$ cat src/rtl/counter_display_ctrl.sv
// -----------------------------------------------------------------------------
// counter_display_ctrl
//
// Purpose:
//   Control block for an 8-bit counter datapath (adder + register, 9-bit count
//   whose bit 8 is the adder carry). It does four jobs:
//     - Sequences the datapath through run / pause / single-step / clear,
//       driven by pre-debounced one-cycle button pulses.
//     - Divides the board clock down to count_en strobes while running.
//     - Keeps a sticky overflow flag, set when the low byte wraps past 8'hFF.
//     - Time-multiplexes the count onto a 4-digit common-anode 7-segment
//       display.
//
// Parameters:
//   STEP_DIV  system_clock cycles between count_en strobes while running (>=2)
//   SCAN_DIV  system_clock cycles per display digit slot (>=2)
//
// Ports:
//   system_clock  in   1  single clock, all state changes on the rising edge
//   system_reset  in   1  asynchronous, active-low reset
//   btn_run       in   1  one-cycle pulse that toggles run/pause
//   btn_step      in   1  one-cycle pulse, single increment while paused
//   btn_clear     in   1  one-cycle pulse that clears the counter
//   count         in   9  datapath count (bit 8 = adder carry)
//   count_en      out  1  one-cycle advance strobe to the datapath register
//   count_clr     out  1  one-cycle synchronous clear strobe to the datapath
//   running       out  1  high while in RUN
//   an            out  4  digit anodes, active-low, one-hot
//   seg           out  7  cathodes {g,f,e,d,c,b,a}, active-low
//   dp            out  1  decimal point, active-low
// -----------------------------------------------------------------------------
module counter_display_ctrl #(
    parameter int STEP_DIV = 25_000_000,
    parameter int SCAN_DIV = 50_000
) (
    input  logic       system_clock,
    input  logic       system_reset,
    input  logic       btn_run,
    input  logic       btn_step,
    input  logic       btn_clear,
    input  logic [8:0] count,
    output logic       count_en,
    output logic       count_clr,
    output logic       running,
    output logic [3:0] an,
    output logic [6:0] seg,
    output logic       dp
);

    localparam int STEP_W = (STEP_DIV > 2) ? $clog2(STEP_DIV) : 1;
    localparam int SCAN_W = (SCAN_DIV > 2) ? $clog2(SCAN_DIV) : 1;

    localparam logic [STEP_W-1:0] STEP_LAST = STEP_W'(STEP_DIV - 1);
    localparam logic [SCAN_W-1:0] SCAN_LAST = SCAN_W'(SCAN_DIV - 1);

    localparam logic [6:0] SEG_BLANK = 7'h7F;
    localparam logic [6:0] SEG_DASH  = 7'b0111111;

    typedef enum logic [1:0] {
        IDLE  = 2'd0,
        RUN   = 2'd1,
        STEP  = 2'd2,
        CLEAR = 2'd3
    } state_t;

    state_t             state;
    state_t             state_next;

    logic [STEP_W-1:0]  step_cnt;
    logic               run_tick;
    logic               ovf;

    logic [SCAN_W-1:0]  scan_cnt;
    logic [1:0]         scan_idx;

    logic [6:0]         seg_p0;
    logic               dp_p0;
    logic [3:0]         an_p0;

    // Hex digit to active-low segment pattern, bit order {g,f,e,d,c,b,a}.
    function automatic logic [6:0] hex_to_seg(input logic [3:0] value);
        logic [6:0] pattern;
        case (value)
            4'h0:    pattern = 7'b1000000;
            4'h1:    pattern = 7'b1111001;
            4'h2:    pattern = 7'b0100100;
            4'h3:    pattern = 7'b0110000;
            4'h4:    pattern = 7'b0011001;
            4'h5:    pattern = 7'b0010010;
            4'h6:    pattern = 7'b0000010;
            4'h7:    pattern = 7'b1111000;
            4'h8:    pattern = 7'b0000000;
            4'h9:    pattern = 7'b0010000;
            4'hA:    pattern = 7'b0001000;
            4'hB:    pattern = 7'b0000011;
            4'hC:    pattern = 7'b1000110;
            4'hD:    pattern = 7'b0100001;
            4'hE:    pattern = 7'b0000110;
            default: pattern = 7'b0001110;
        endcase
        return pattern;
    endfunction

    // -------------------------------------------------------------------------
    // Control FSM: next-state logic. Coincident buttons resolve as
    // clear > run > step. STEP and CLEAR last one cycle and ignore buttons.
    // -------------------------------------------------------------------------
    always_comb begin
        state_next = state;
        case (state)
            IDLE: begin
                if (btn_clear) begin
                    state_next = CLEAR;
                end else if (btn_run) begin
                    state_next = RUN;
                end else if (btn_step) begin
                    state_next = STEP;
                end
            end
            RUN: begin
                if (btn_clear) begin
                    state_next = CLEAR;
                end else if (btn_run) begin
                    state_next = IDLE;
                end
            end
            STEP:    state_next = IDLE;
            CLEAR:   state_next = IDLE;
            default: state_next = IDLE;
        endcase
    end

    // A run strobe fires only if we stay in RUN across the edge, so a pause
    // or clear landing on the terminal count swallows that strobe.
    assign run_tick = (state == RUN) && (state_next == RUN) && (step_cnt == STEP_LAST);

    // -------------------------------------------------------------------------
    // Control registers: state, step prescaler, strobes, overflow flag.
    // Strobes are registered from the next-state decode so they line up
    // exactly with the STEP/CLEAR cycle and never glitch.
    // -------------------------------------------------------------------------
    always_ff @(posedge system_clock or negedge system_reset) begin
        if (!system_reset) begin
            state     <= IDLE;
            step_cnt  <= '0;
            count_en  <= 1'b0;
            count_clr <= 1'b0;
            running   <= 1'b0;
            ovf       <= 1'b0;
        end else begin
            state     <= state_next;
            count_en  <= (state_next == STEP) || run_tick;
            count_clr <= (state_next == CLEAR);
            running   <= (state_next == RUN);

            // Outside a continuous RUN stretch the prescaler is held at zero,
            // which covers zeroing on entry, on pause and during CLEAR.
            if ((state != RUN) || (state_next != RUN)) begin
                step_cnt <= '0;
            end else if (step_cnt == STEP_LAST) begin
                step_cnt <= '0;
            end else begin
                step_cnt <= step_cnt + STEP_W'(1);
            end

            // The datapath advances on this same edge; seeing 8'hFF with the
            // strobe high means the low byte is wrapping to 8'h00.
            if (state == CLEAR) begin
                ovf <= 1'b0;
            end else if (count_en && (count[7:0] == 8'hFF)) begin
                ovf <= 1'b1;
            end
        end
    end

    // -------------------------------------------------------------------------
    // Display scan: free-running slot timer and digit index.
    // -------------------------------------------------------------------------
    always_ff @(posedge system_clock or negedge system_reset) begin
        if (!system_reset) begin
            scan_cnt <= '0;
            scan_idx <= 2'd0;
        end else if (scan_cnt == SCAN_LAST) begin
            scan_cnt <= '0;
            scan_idx <= scan_idx + 2'd1;
        end else begin
            scan_cnt <= scan_cnt + SCAN_W'(1);
        end
    end

    // -------------------------------------------------------------------------
    // Display stage p0: digit selection from the current index and count.
    // -------------------------------------------------------------------------
    always_comb begin
        seg_p0 = SEG_BLANK;
        case (scan_idx)
            2'd0:    seg_p0 = hex_to_seg(count[3:0]);
            2'd1:    seg_p0 = hex_to_seg(count[7:4]);
            2'd2:    seg_p0 = hex_to_seg({3'b000, count[8]});
            default: seg_p0 = running ? SEG_DASH : SEG_BLANK;
        endcase
        an_p0 = ~(4'b0001 << scan_idx);
        dp_p0 = ~((scan_idx == 2'd2) && ovf);
    end

    // -------------------------------------------------------------------------
    // Display output registers: anode, cathodes and dp move together so the
    // pattern always matches the lit digit.
    // -------------------------------------------------------------------------
    always_ff @(posedge system_clock or negedge system_reset) begin
        if (!system_reset) begin
            an  <= 4'b1111;
            seg <= SEG_BLANK;
            dp  <= 1'b1;
        end else begin
            an  <= an_p0;
            seg <= seg_p0;
            dp  <= dp_p0;
        end
    end

endmodule
$ cat config.mk
export PLATFORM = sky130hd
export DESIGN_NAME = counter_display_ctrl
export DESIGN_NICKNAME = d
export VERILOG_FILES = /design/src/rtl/counter_display_ctrl.sv
export SDC_FILE = /design/constraint.sdc
export NUM_CORES = 1
export LEC_CHECK = 0
export ABC_AREA = 0
export BUFFER_PORTS_ARGS = -buffer_cell sky130_fd_sc_hd__buf_2
export CAP_MARGIN = 15
export CORE_ASPECT_RATIO = 1.2
export CORE_MARGIN = 1
export CORE_UTILIZATION = 54
export DETAILED_ROUTE_END_ITERATION = 8
export PLACE_DENSITY_LB_ADDON = 0.25
export SETUP_SLACK_MARGIN = 0.02
export SYNTH_ARGS = -nofsm -noshare
export SYNTH_HDL_FRONTEND = slang
export SYNTH_SLANG_ARGS = --single-unit
$ cat constraint.sdc
create_clock -name system_clock -period 2.14 [get_ports system_clock]
set_clock_uncertainty 0.1 [all_clocks]
set_input_delay 0.642 -clock system_clock [delete_from_list [all_inputs] [get_ports system_clock]]
set_output_delay 0.642 -clock system_clock [all_outputs]
set_load 0.005 [all_outputs]
After elaboration in Yosys (flattened, before gate mapping)
Memory sizes are Yosys's and may differ from the RTL's.
Cells that the tools add are included.
Widths: inputs -> output; s select.
{"block": "op_classes", "n_addsub": 3, "eq_ne": 13, "shifts": 1, "mux": 14, "n_bitwise": 3, "n_reduce_logical": 10}
{"op": "$mux 25", "count": 2}
{"op": "$add 25x1->25 const B", "count": 1}
{"op": "$eq 25x25->1 const B", "count": 1}
{"op": "$pmux 7 s3", "count": 1}
{"op": "$add 16x1->16 const B", "count": 1}
{"op": "$eq 16x16->1 const B", "count": 1}
{"op": "$mux 16", "count": 1}
{"op": "$pmux 7 s2", "count": 1}
{"op": "$eq 2x2->1 const B", "count": 5}
{"op": "$mux 2", "count": 5}
{"op": "$eq 8x8->1 const B", "count": 1}
{"op": "$mux 7", "count": 1}
{"op": "$eq 2x1->1 const B", "count": 3}
{"op": "$pmux 2 s3", "count": 1}
{"op": "$logic_and 1x1->1", "count": 4}
{"op": "$logic_not 2->1", "count": 2}
{"op": "$ne 2x1->1 const B", "count": 2}
{"op": "$not 4->4", "count": 1}
{"op": "$shl 1x2->4 const A", "count": 1}
{"op": "$add 2x1->2 const B", "count": 1}
{"op": "$logic_or 1x1->1", "count": 2}
{"op": "$mux 1", "count": 2}
{"op": "$not 1->1", "count": 2}
{"op": "$reduce_bool 2->1", "count": 1}
{"op": "$reduce_or 2->1", "count": 1}
{"block": "word_totals", "ff_bits": 61, "romBits": 224, "in_bits": 14, "out_inout_bits": 15, "word_cells": 57, "memories": 2}
{"memory": "(no name shown)", "depth": 16, "word_bits": 7, "rd": 1, "rd_ports_with_merged_regs": 0, "wr": 0, "line": "83", "source": "case (value)"}
{"memory": "(no name shown)", "depth": 16, "word_bits": 7, "rd": 1, "rd_ports_with_merged_regs": 0, "wr": 0, "line": "83"}

Longest topological paths before layout
{"block": "logic_depth", "word_depth": 8, "mapped_depth": 6, "ltp_nobuf": 6}

Least setup slack after synthesis
No wires, ideal clock.
{"block": "synth_timing", "path_kind": "register -> register", "start": "register step_cnt[6]", "end": "register step_cnt[10]", "setup_ns": 0.121, "arrival_ns": 1.849, "required_time_ns": 1.919, "slack_ns": 0.069, "stages_incl_launch_ff": 6, "n_path_buf": 1, "period_less_slack_ns": 2.071, "cell_sequence": "dfrtp_1 or4b_2 nor4_1 a31o_2 buf_2 nor2_1"}
{"block": "synth_between", "elab_chain_cells": 3, "elab_cells_between_ends": 4, "cone_classes": "1 x add/sub; 1 x eq/ne; 2 x mux"}
{"element": "start, declared", "line": "69", "source": "logic [STEP_W-1:0] step_cnt;"}
{"element": "start signal, assigned", "line": "163", "source": "step_cnt <= step_cnt + STEP_W'(1);"}
{"element": "$add 25x1->25 or $eq 25x25->1 (tied branches)", "line": "163, 160"}
{"element": "$mux 25 (*)", "line": "160", "source": "end else if (step_cnt == STEP_LAST) begin"}
{"element": "$mux 25 (*)", "line": "158", "source": "if ((state != RUN) || (state_next != RUN)) begin"}
Every way passes the cells marked *; elsewhere a longest branch is shown, timed or not.
A chain may end at the register's enable or synchronous reset.

Final worst setup path
{"block": "layout_timing", "start": "register step_cnt[6]", "end": "register step_cnt[21]"}
Same word-level chain as after synthesis.

==> impl_metrics.ini <==
[outcome]
outcome = completed

[critical_path]
cp_slowest_cell = or4_4
critPathBufInv = 1
worstSetupEndpointType = register
ff2ff_path_depth = 5
worstReg2RegEnd = step_cnt[21]$_DFF_PN0_
cp-start-kind = register
timing.reg2reg.setup_slack_ns = 0.09
cp.arrival_ns = 2.21
path_class = reg2reg
worstPathMaxFanout = 13
max_stage_delay_ns = 0.59
worst-endpoint-required_ns = 2.31
reg2reg_from = step_cnt[6]$_DFF_PN0_
critical_path.top_delay_family = simple AND/OR/NAND/NOR gates
cp_cell_sequence = buf_4, nand4_4, or4_4, or4_1, a21oi_1

[floorplanning]
core_um2 = 6010
dieWidth_um = 74
start_util_pct = 55.9
rows = 31
die_h_um = 88.4
io_pins = 29
die-area_um2 = 6540

[layout]
fin_util_pct = 65.4
syn2layout_area_growth_pct = 17.0
diodes = 0
fin_nets = 415
drive_above_1_share_pct = 23.4

[timing]
slew_violations = 0
whs_ns = 0.192
period_share_pct = 95.7
fin_crit_ns = 2.05
fin_ws_ns = 0.0923
setup_tns_ns = 0
clock.fmax_mhz = 488
max-slew-margin-rel_pct = 75.9
hold_viol = 0
setup_viol = 0
rsz0062_at_grt = true
worst_pin_slew_ns = 0.356

[global_route]
grtUsageTotal_pct = 21.5
grt_pass1_vias = 2394
antenna_found_initial = 0
grt_overflow = 0
grt_max_degree = 62
grt_pass1_wl_um = 10500

[cts]
cts_buffers = 9
cts_setup_buffers = 0
clkTransAtPathRegs_ns = 0.07
cts_max_level = 3
cts_buffer_depth = 2
tritoncts = yes
root_buffer = clkbuf_8
clk_latency_ns = 0.34
cts_sinks = 61

[placed_design]
routabilityCongestion = 0.788
numPortBuffers = 28
post-place-ws_ns = 0.0238
hpwl_um = 4470

[yosys]
synth_mux_area_share_pct = 2.61
synth_xor_area_share_pct = 7.04
async_reset_ff_share_pct = 100
ys_types = 49
syn_area_um2 = 3360
synth_flop_cell = dfrtp_1
synthCells = 337
synth_edf_count = 0
ys_warn_count = 0
synth_seq_cells = 61
syn_nets = 372
yosys.area_share.simple_pct = 22.2
synth-adder-area-share_pct = 7.82
synth_top_family_by_area = simple AND/OR/NAND/NOR gates
synth.avg_cell_area_um2 = 9.97
synth-compound-area-share_pct = 10.6
seq_area_frac_synth_pct = 45.9

[hold_path]
hold_class = in2async

[route]
drtIter0Drc = 165
routedWlPerCell_um = 13.2
vias = 2535
routed_wl_um = 6170
drt_first_pass_iters = 4
drcViolationCount = 0
vias_per_cell = 5.43
final_antenna_net_count = 0

[pwr]
leakagePower_nw = 1.67
p_total_w = 0.00252
ir_worst_vdd_mv = 0.484
powerDensity_nw_per_um2 = 640

[flow_run]
max_cap_violations = 0
==> layout by cell type, fill, tap and decap left out, types with 4 or more instances in the layout <==
master / synthesis / final
buf_2: 3 / 28
nor3_1: 10 / 10
nand2_1: 18 / 18
ha_1: 21 / 21
clkbuf_8: 0 / 9
o21ai_0: 13 / 13
nand3_1: 14 / 14
nor2b_1: 5 / 5
nand2b_1: 6 / 6
a21oi_1: 23 / 23
or4_1: 8 / 7
or3_1: 4 / 4
xnor2_1: 19 / 19
buf_4: 0 / 11
nor2_1: 34 / 34
inv_1: 21 / 21
xor2_1: 8 / 8
nand4_1: 8 / 8
dfstp_2: 12 / 12
o31ai_1: 7 / 7
and4_1: 4 / 4
dfrtp_1: 49 / 47
==> what timing repair did <==
action | in CTS | in global routing
endpoints found under the setup margin | 0 | 24
hold buffers | 0 | 0
resized for setup | 0 | 4
==> flip-flops by register name (all words and copies together), names as in the netlist, 2 cells and up <==
name	count
scan_cnt	16
seg	7
scan_idx	2
step_cnt	25
state	2
an	4
==> kinds of logic (layout without fill, tap and decap cells) <==
| logic type | after synthesis | in the layout |
|---|---|---|
| AND/OR/NAND/NOR | 133 | 133 |
| buffers and inverters | 31 | 79 |
| XOR/XNOR | 27 | 27 |
| multiplexers | 6 | 6 |
| flip-flops | 61 | 61 |
| adder cells (fa/ha/maj) | 21 | 21 |
| AO/OA/AOI/OAI | 58 | 58 |
==> cells in the mapped netlist (2+ instances only) <==
library cell	count	area [um2]
a21oi_1	23	115
a22o_1	2	17.5
a22oi_1	2	15.0
and2_1	3	18.8
and4_1	4	35.0
buf_2	3	15.0
clkbuf_1	5	18.8
dfrtp_1	49	1230
dfstp_2	12	315
ha_1	21	263
inv_1	21	78.8
mux2_2	2	22.5
mux2i_1	2	20.0
mux4_2	2	45.0
nand2_1	18	67.6
nand2b_1	6	37.5
nand3_1	14	70.1
nand3b_1	2	15.0
nand4_1	8	50.1
nor2_1	34	128
nor2b_1	5	31.3
nor3_1	10	50.1
nor4_1	4	25.0
o211ai_1	3	22.5
o21ai_0	13	65.1
o31ai_1	7	52.6
or3_1	4	25.0
or3_2	2	15.0
or4_1	8	60.1
or4_4	2	22.5
or4b_2	3	30.0
xnor2_1	19	166
xor2_1	8	70.1
==> metal layers <==
metal	GRT usage, %	vias to the layer above	wire length, um
met4	11.0	0	139
met1	24.8	1209	2590
met5	0	-	0
met3	4.67	11	189
li1	-	1273	-
met2	37.3	42	3240
==> per-stage QoR <==
stage / std cells / cell area, um2
floorplan: 337 / 3360
global placement: 451 / 3700
detailed placement: 451 / 3700
CTS: 467 / 3920
global route: 467 / 3930
finish: 467 / 3930
==> how the worst max path moves through the flow <==
stage                     startpoint                     end  slack [ns]  depth (start not counted)
2_1_floorplan  step_cnt[6]$_DFF_PN0_  step_cnt[10]$_DFF_PN0_        0.07                          5
4_1_cts        step_cnt[2]$_DFF_PN0_  step_cnt[21]$_DFF_PN0_        0.07                          4
5_1_grt        step_cnt[6]$_DFF_PN0_  step_cnt[23]$_DFF_PN0_       -0.01                          5
3_3_place_gp                count[4]        seg[3]$_DFF_PN1_        0.07                          7
6_report       step_cnt[6]$_DFF_PN0_  step_cnt[21]$_DFF_PN0_        0.09                          5
3_5_place_dp                count[4]        seg[3]$_DFF_PN1_        0.02                          7
==> final cells by class <==
| type | instances | area [um2] |
|---|---|---|
| Sequential cell | 61 | 1540 |
| Inverter | 21 | 78.8 |
| Clock buffer | 9 | 124 |
| Clock inverter | 7 | 98.8 |
| Multi-Input combinational cell | 245 | 1700 |
| Tap cell | 82 | 103 |
| Timing Repair Buffer | 42 | 283 |
| Fill cell | 483 | 2080 |
==> power breakdown <==
part           switching, W  leakage, nW  internal (W)
registers         0.0000126        0.786       0.00118
logic              0.000106        0.774     0.0000824
clock network      0.000472        0.110      0.000660
==> worst reg2reg max path: cells and delay by family (launching register included) <==
family,cells,cell delay [ns]
buffers and inverters,1,0.15
AND/OR/NAND/NOR,3,1.22
AO/OA/AOI/OAI,1,0.16
flip-flops,1,0.35
Note: power is estimated with default switching activity, not from simulation.
